**src/rtl/slope_operand_sequencer.sv**
```systemverilog
// Buffers one coordinate pair, saturates dx/dy and runs a single divider transaction to produce a signed 9.8 slope.
// Latency 3+D cycles (3 when dx==0); in_ready drops while the buffer is full, and the result is held until out_ready.
module slope_operand_sequencer #(
  parameter int COORD_WIDTH = 10,
  parameter int DEN_WIDTH   = 9,
  parameter int FRAC_BITS   = 8,
  parameter int NUM_WIDTH   = 17,
  parameter int OUT_WIDTH   = 17
) (
  input  logic                        clk,
  input  logic                        reset_n,
  input  logic                        in_valid,
  output logic                        in_ready,
  input  logic [COORD_WIDTH-1:0]      x0,
  input  logic [COORD_WIDTH-1:0]      y0,
  input  logic [COORD_WIDTH-1:0]      x1,
  input  logic [COORD_WIDTH-1:0]      y1,
  output logic                        div_start,
  output logic signed [NUM_WIDTH-1:0] div_numerator,
  output logic signed [DEN_WIDTH-1:0] div_denominator,
  input  logic signed [OUT_WIDTH-1:0] div_quotient,
  input  logic                        div_done,
  output logic                        out_valid,
  input  logic                        out_ready,
  output logic signed [OUT_WIDTH-1:0] slope,
  output logic                        vertical,
  output logic                        saturated,
  output logic                        busy
);

  localparam int DIFF_WIDTH = COORD_WIDTH + 1;
  localparam logic signed [DIFF_WIDTH-1:0] DIFF_MAX =
    {{(DIFF_WIDTH-DEN_WIDTH+1){1'b0}}, {(DEN_WIDTH-1){1'b1}}};
  localparam logic signed [DIFF_WIDTH-1:0] DIFF_MIN =
    {{(DIFF_WIDTH-DEN_WIDTH+1){1'b1}}, {(DEN_WIDTH-1){1'b0}}};

  typedef enum logic [1:0] {IDLE, START, WAIT, OUT} state_t;

  typedef struct packed {
    logic [COORD_WIDTH-1:0] x0;
    logic [COORD_WIDTH-1:0] y0;
    logic [COORD_WIDTH-1:0] x1;
    logic [COORD_WIDTH-1:0] y1;
  } pair_t;

  state_t                       state;
  pair_t                        pair_q;
  logic                         buf_valid;
  logic signed [DIFF_WIDTH-1:0] dx_raw;
  logic signed [DIFF_WIDTH-1:0] dy_raw;
  logic signed [DEN_WIDTH-1:0]  dx_sat;
  logic signed [DEN_WIDTH-1:0]  dy_sat;
  logic                         clip;
  logic                         dx_zero;

  function automatic logic signed [DEN_WIDTH-1:0] clamp(input logic signed [DIFF_WIDTH-1:0] v);
    if (v > DIFF_MAX)      return DIFF_MAX[DEN_WIDTH-1:0];
    else if (v < DIFF_MIN) return DIFF_MIN[DEN_WIDTH-1:0];
    else                   return v[DEN_WIDTH-1:0];
  endfunction

  // Zero-extended coordinates so the difference can span the full +/- range.
  assign dx_raw  = $signed({1'b0, pair_q.x1}) - $signed({1'b0, pair_q.x0});
  assign dy_raw  = $signed({1'b0, pair_q.y1}) - $signed({1'b0, pair_q.y0});
  assign dx_sat  = clamp(dx_raw);
  assign dy_sat  = clamp(dy_raw);
  assign clip    = (dx_raw > DIFF_MAX) || (dx_raw < DIFF_MIN) ||
                   (dy_raw > DIFF_MAX) || (dy_raw < DIFF_MIN);
  assign dx_zero = (dx_sat == '0);

  assign in_ready = !buf_valid;
  assign busy     = (state != IDLE) || buf_valid;

  always_ff @(posedge clk or negedge reset_n) begin
    if (!reset_n) begin
      state           <= IDLE;
      pair_q          <= '0;
      buf_valid       <= 1'b0;
      div_start       <= 1'b0;
      div_numerator   <= '0;
      div_denominator <= '0;
      out_valid       <= 1'b0;
      slope           <= '0;
      vertical        <= 1'b0;
      saturated       <= 1'b0;
    end else begin
      if (in_valid && !buf_valid) begin
        pair_q    <= '{x0: x0, y0: y0, x1: x1, y1: y1};
        buf_valid <= 1'b1;
      end

      div_start <= 1'b0;

      case (state)
        IDLE: begin
          if (buf_valid) begin
            buf_valid       <= 1'b0;
            div_numerator   <= {dy_sat, {FRAC_BITS{1'b0}}};
            div_denominator <= dx_sat;
            saturated       <= clip;
            vertical        <= dx_zero;
            if (dx_zero) begin
              slope <= '0;
              state <= OUT;
            end else begin
              div_start <= 1'b1;
              state     <= START;
            end
          end
        end
        START: state <= WAIT;
        // Operands stay untouched here: the divider samples them a cycle after start.
        WAIT: begin
          if (div_done) begin
            slope     <= div_quotient;
            out_valid <= 1'b1;
            state     <= OUT;
          end
        end
        OUT: begin
          if (!out_valid) begin
            out_valid <= 1'b1;
          end else if (out_ready) begin
            out_valid <= 1'b0;
            state     <= IDLE;
          end
        end
        default: state <= IDLE;
      endcase
    end
  end

endmodule

```
**config.mk**
```make
export PLATFORM = sky130hd
export DESIGN_NAME = slope_operand_sequencer
export DESIGN_NICKNAME = d
export VERILOG_FILES = /design/src/rtl/slope_operand_sequencer.sv
export SDC_FILE = /design/constraint.sdc
export NUM_CORES = 1
export LEC_CHECK = 0
export CAP_MARGIN = 20
export CORE_MARGIN = 2
export CORE_UTILIZATION = 46
export DETAILED_ROUTE_END_ITERATION = 10
export HOLD_SLACK_MARGIN = 0.12
export PLACE_DENSITY = 0.77
export SLEW_MARGIN = 10
export SYNTH_ARGS = -nofsm -noshare
export SYNTH_HDL_FRONTEND = slang
export SYNTH_SLANG_ARGS = --single-unit
```
**constraint.sdc**
```tcl
create_clock -name clk -period 3.1 [get_ports clk]
set_input_delay 0.62 -clock clk [delete_from_list [all_inputs] [get_ports clk]]
set_output_delay 0.62 -clock clk [all_outputs]
set_load 0.01 [all_outputs]
```
# Word-level counts from Yosys, hierarchy flattened
# Index checks and enable logic that the tools add are counted.
# totals
register_bits,82
in_bits,62
output_inout_bits,49
elab_cells,66
# op_classes
addsub,2
magnitude_cmp,4
n_eq_ne,8
n_mux,24
reduce_logical,15
# op_table
cell,count
17-bit 2-to-1 mux,3
9-bit 2-to-1 mux,4
17-bit one-hot mux with 2 select lines,1
11-bit by 9-bit > comparator with 1-bit output (second input constant),2
11-bit by 9-bit < comparator with 1-bit output (second input constant),2
10-bit by 10-bit subtractor with 11-bit output,2
2-bit 2-to-1 mux,5
2-bit != test (second input constant),5
9-bit logical NOT,1
1-bit 2-to-1 mux,9
2-bit one-hot mux with 4 select lines,1
4-bit AND reduction,2
2-bit nonzero test,3
2-bit equality test (second input constant),2
1-bit logical OR,4
2-bit AND reduction,2
2-bit by 1-bit equality test with 1-bit output (second input constant),1
2-bit logical NOT,1
1-bit one-hot mux with 2 select lines,1
1-bit logical AND,1
1-bit logical NOT,1

# Logic depth before layout (Yosys ltp)
# depth
depth_word,8
ltp_mapped,13
mapped_depth_nobuf,11

# Least setup slack after synthesis
# Ideal clock, no wire load.
# synth_path
path_kind,flip-flop to flip-flop
from,reg pair_q[10] (netlist bit)
to,reg slope[8]
setup_time_ns,0.126
arrival_time_ns,2.817
required_ns,2.974
slack_ns,0.157
stages_incl_launch_ff,14
path_buffers,2
synth_period_minus_slack_ns,2.943
path_cell_list,dfrtp_1 -> inv_1 -> ha_1 -> inv_1 -> fa_1 -> a211oi_2 -> nor2_1 -> xor2_1 -> nor4_4 -> nand3_4 -> or2_1 -> buf_6 -> buf_6 -> a311o_1
# synth_between
elab_chain_cells,7
elab_cells_between_ends,8
classes_between,1 x add/sub; 2 x order compare; 1 x eq/ne; 2 x mux; 2 x reduce/logical
# synth_lines
item,line_no,source
from (decl),47,pair_t pair_q;
from (signal assigned),88,"pair_q <= '{x0: x0, y0: y0, x1: x1, y1: y1};"
10-bit by 10-bit subtractor with 11-bit output (*),63,"assign dx_raw = $signed({1'b0, pair_q.x1}) - $signed({1'b0, pair_q.x0});"
11-bit by 9-bit < comparator with 1-bit output,58,else if (v < DIFF_MIN) return DIFF_MIN[DEN_WIDTH-1:0];
9-bit 2-to-1 mux,58,
9-bit 2-to-1 mux (*),57,if (v > DIFF_MAX) return DIFF_MAX[DEN_WIDTH-1:0];
9-bit logical NOT (*),69,assign dx_zero = (dx_sat == '0);
2-bit != test (no source line) (*),n/a,
4-bit AND reduction (no source line) (*),n/a,
to (signal assigned),115,slope <= div_quotient;
to (decl),25,"output logic signed [OUT_WIDTH-1:0] slope,"
# Every way passes the cells marked *; elsewhere a longest branch is shown, timed or not.
# A chain may end at the register's enable or synchronous reset.

# Final worst setup path
# layout_path
from,reg pair_q[10] (netlist bit)
to,reg slope[0]
# Same word-level chain as after synthesis.

==> results summary <==
The count of buffers from port buffering came out at roughly 100. CTS saw roughly 80 sinks. The number of fill cells in the layout came out at 905. The number of top-level design ports came out at about 110.

The unique cell type count in the Yosys netlist is 61. The endpoint identified for the worst register-to-register timing path is slope[0]$_DFFE_PN0P_. The setup slack of the worst register-to-register path came out at 90 ps. The number of global-route vias before repair is about 4300. The final antenna-violating net count came out at 0.

The die covers around 0.012 mm^2. The core outline area is about 0.011 mm^2. The power per standard cell area is between 1000 and 1500 mW/mm^2. The average wire per standard cell is about 16 um. Along the worst hold path, the cell count comes to 2. The delay of the slowest cell on the worst path came out at around 390 ps. Across all layers, the routed design uses approximately 4500 vias. The master of the slowest instance on the critical path is sky130_fd_sc_hd__fa_2. The number of CTS-inserted buffers came out at 9. Yosys mapped a number of flops with a built-in enable equal to 0. The worst setup path is captured at a register. The total inserted antenna cells came out at 0. The initial cell density of the core is 46.8%.

The maximum VDD drop came out at 0.000573 V. Before antenna repair, the detailed router went through 5 iterations. The clock input transition at the sequential cells of the worst setup and hold paths is 80 ps.

Using the TritonRoute via totals, the vias-per-cell ratio works out to ~5.7. The ratio of final minimum period to clock period is slightly below 100%. The maximum fanout encountered on the critical timing path came out at 6. The most critical setup path has its startpoint at pair_q[10]$_DFFE_PN0P_.

Across every metal layer, demand over resource in global routing totals a little over a fifth. The max-slew headroom at the worst pin came out at 35.1%. The minimum setup slack in the final design came out at 93.0 ps. The maximum buffer depth of the clock tree is 2. In this run the critical register-to-register path is launched from pair_q[10]$_DFFE_PN0P_. The first-pass GRT wire length is about 20000 um.

By area the synthesized netlist is led by sky130_fd_sc_hd__dfrtp_1 41%, sky130_fd_sc_hd__nand2_1 6.3%, sky130_fd_sc_hd__ha_1 6.0%. For hold timing, the worst endpoint is div_denominator[4]$_DFFE_PN0P_. The number of max-slew violations in the final report came out at 0. At the placement stage, the worst setup path has a slack of between 40 and 50 ps.

The clock latency of the later-clocked register in the worst-skew pair came out at 360 ps. In the synthesized netlist the dominant register cell turns out to be sky130_fd_sc_hd__dfrtp_1. The number of warning messages in the yosys log is 0.

The top achievable clock speed is approximately 0.33 GHz. Walking the worst path, the cells encountered are inv_2 -> ha_2 -> inv_1 -> fa_2 -> a211oi_4 -> o21ai_4 -> a2111oi_4 -> a31o_2 -> nor3_2 -> or2_4 -> buf_4 -> a311o_1. The worst-case hold slack came out at between 400 and 500 ps.

The number of setup violations in the final report came out at 0. The die outline width came out at approximately 110 um. The fraction of registers with async set or reset after synthesis is 100%. The floorplan step set the die height to about 110 um.

TritonCTS built the clock tree. The number of cell instances on the worst register-to-register path came out at 12. The routability congestion estimate from global placement came out at about 0.86. Setup repair after global routing could not meet its margin everywhere. The largest total area in the synthesized netlist belongs to sky130_fd_sc_hd__dfrtp_1. The number of remaining DRC errors is 0. The count of routing violations after the opening detailed-route iteration came out at between 300 and 400. The flow ran to the end, and the final reports show no timing, DRC or antenna violations. At the end of the flow the core is filled with cells to 60.8%. The row count came out at 38. STA puts the critical path data required time at 3350 ps. The number of storage elements in the synthesis netlist is roughly 80. The count of endpoints failing hold in the final timing report came out at 0. The area overhead of the layout relative to synthesis came out at 29.8%. The average size of a mapped cell came out at 9.17 um^2.

The start-to-end type of the worst setup path is register to register. The routed wire length is between 10000 and 15000 um. The worst-case clock skew came out at 7.33 ps.

For the pin with the worst max-slew slack, the measured transition is between 900 and 1000 ps. The final net count is approximately 740. In this run the worst hold path is classified as register to register. For this run, the register share of the synthesized area comes to between 40% and 50%. The cell sitting at the root of the clock tree is a sky130_fd_sc_hd__clkbuf_8. The tool flagged a number of max-cap violations equal to 0. The HPWL after detailed placement is between 8000 and 9000 um. The post-synthesis instance area came out at just over 0.005 mm^2. The arrival time of data at the critical path endpoint came out at 3260 ps.

The pin count of the biggest net entering global routing is 83. The beginning of the worst hold path is div_denominator[4]$_DFFE_PN0P_. The startpoint type of the worst setup path is a register.

The smallest clock period supported by the final layout is computed as around 3000 ps. The initial antenna violation count is 0. The overflow left after global routing is 0. The count of mapped cells out of synthesis came out at ~550. After synthesis, the largest area contributor takes up roughly two fifths of total cell area. The register area is between 0.002 and 0.0025 mm^2. The ratio of cells with drive above 1 in the final layout is about an eighth. The multi-input gate area in the final layout is about 0.0027 mm^2. CTS built an H-tree with a depth of 3. The leakage component of the power is ~2.7 nW.
layer usage:
metal,track usage (%),vias up,share of wire [%]
met1,30.1,2123,45
met2,34.3,182,47
met5,0,-,0
met4,8.15,0,1.9
met3,4.10,19,6.7
li1,-,2168,-
state kept, by name, indices dropped and copies added (netlist names), 2 cells and up:
register	count
div_numerator	9
state	2
div_denominator	9
slope	17
pair_q	40
layout by cell type (no fill, tap or decap), types with 7 or more instances in the layout:
cell type                         Yosys  layout
sky130_fd_sc_hd__a311o_1             14      14
sky130_fd_sc_hd__nand3_1             14      14
sky130_fd_sc_hd__nor2_1              27      26
sky130_fd_sc_hd__o211ai_1            10      10
sky130_fd_sc_hd__nand2b_1             7       7
sky130_fd_sc_hd__a21oi_1             23      23
sky130_fd_sc_hd__nand2_1             85      85
sky130_fd_sc_hd__conb_1               1       8
sky130_fd_sc_hd__inv_1               36      35
sky130_fd_sc_hd__xor2_1               8       7
sky130_fd_sc_hd__dfrtp_1             82      82
sky130_fd_sc_hd__clkbuf_8             0      10
sky130_fd_sc_hd__o311ai_0            14      14
sky130_fd_sc_hd__mux2_2              20      20
sky130_fd_sc_hd__nor4_1              17      17
sky130_fd_sc_hd__clkdlybuf4s50_1      0     101
sky130_fd_sc_hd__ha_1                24      23
sky130_fd_sc_hd__buf_4                8      15
sky130_fd_sc_hd__o21ai_0             45      45
critical path: cells and delay by family, from the launching register on:
family / cells / cell delay, ps
AND/OR/NAND/NOR: 2 / 290
flip-flops: 1 / 380
adder cells (fa/ha/maj): 2 / 560
buffers and inverters: 3 / 280
AO/OA/AOI/OAI: 5 / 1380
report_power, final:
group	switching, mW	internal (mW)	total (mW)
clock	0.403	0.477	0.880
combinational	3.47	2.57	6.04
sequential	0.364	1.61	1.98
what timing repair did:
action                     in CTS  in global routing
hold endpoints to repair        0                 14
setup endpoints to repair       0                 21
resized for setup               0                 12
hold buffers                    0                  1
setup buffers                   0                  5
per-stage QoR:
step | TNS, ps | total power [mW] | area [um^2] | instances
6_report | 0 | 8.90 | 6530 | 795
5_1_grt | -225 | 9.67 | 6530 | 795
4_1_cts | 0 | 8.60 | 6400 | 788
3_5_place_dp | 0 | 7.69 | 6170 | 772
3_3_place_gp | 0 | 7.47 | 6170 | 772
2_1_floorplan | 0 | 5.98 | 5060 | 556
worst max path at each step:
stage / endpoint / slack [ps] / cells past startpoint
after floorplan: slope[8]$_DFFE_PN0P_ / 160 / 13
after global placement: slope[7]$_DFFE_PN0P_ / 130 / 12
after detailed placement: slope[2]$_DFFE_PN0P_ / 50 / 12
after CTS: slope[2]$_DFFE_PN0P_ / 20 / 12
after global routing: saturated$_DFFE_PN0P_ / -40 / 11
final: slope[0]$_DFFE_PN0P_ / 90 / 12
cell usage after synthesis (2+ instances only):
library cell               number
sky130_fd_sc_hd__a211oi_1       6
sky130_fd_sc_hd__a211oi_2       3
sky130_fd_sc_hd__a21o_1         5
sky130_fd_sc_hd__a21oi_1       23
sky130_fd_sc_hd__a311o_1       14
sky130_fd_sc_hd__a31oi_1        3
sky130_fd_sc_hd__a41oi_1        3
sky130_fd_sc_hd__and2_1         3
sky130_fd_sc_hd__buf_2          3
sky130_fd_sc_hd__buf_4          8
sky130_fd_sc_hd__buf_6          2
sky130_fd_sc_hd__clkbuf_1      23
sky130_fd_sc_hd__dfrtp_1       82
sky130_fd_sc_hd__fa_1           2
sky130_fd_sc_hd__ha_1          24
sky130_fd_sc_hd__inv_1         36
sky130_fd_sc_hd__mux2_2        20
sky130_fd_sc_hd__nand2_1       85
sky130_fd_sc_hd__nand2b_1       7
sky130_fd_sc_hd__nand3_1       14
sky130_fd_sc_hd__nand4_1        3
sky130_fd_sc_hd__nor2_1        27
sky130_fd_sc_hd__nor2b_1        6
sky130_fd_sc_hd__nor3_1         6
sky130_fd_sc_hd__nor3_2         2
sky130_fd_sc_hd__nor3b_1        3
sky130_fd_sc_hd__nor4_1        17
sky130_fd_sc_hd__o211a_1        2
sky130_fd_sc_hd__o211ai_1      10
sky130_fd_sc_hd__o21a_1         5
sky130_fd_sc_hd__o21ai_0       45
sky130_fd_sc_hd__o21ai_1        3
sky130_fd_sc_hd__o21bai_1       4
sky130_fd_sc_hd__o311ai_0      14
sky130_fd_sc_hd__or4_1          2
sky130_fd_sc_hd__xnor2_1        2
sky130_fd_sc_hd__xor2_1         8
cells by family (layout without fill, tap and decap cells):
| group | Yosys count | count (layout) | synth area share [%] |
|---|---|---|---|
| compound gates | 155 | 155 | 22.2 |
| flops | 82 | 82 | 40.8 |
| other cells | 1 | 8 | 0.0745 |
| simple gates | 182 | 182 | 17.5 |
| mux | 20 | 20 | 4.47 |
| xor+xnor | 10 | 10 | 1.74 |
| buf+inv | 73 | 172 | 6.41 |
| fa+ha+maj | 26 | 26 | 6.76 |
final cells by class:
class	instances	share of cell area, %
inverters	36	2.07
well taps	140	2.68
clock buffers	10	2.11
repair buffers	120	18.3
clock inverters	6	1.38
multi-input cells	401	42.0
flip-flops and latches	82	31.4
(Power assumes the default switching activity.)
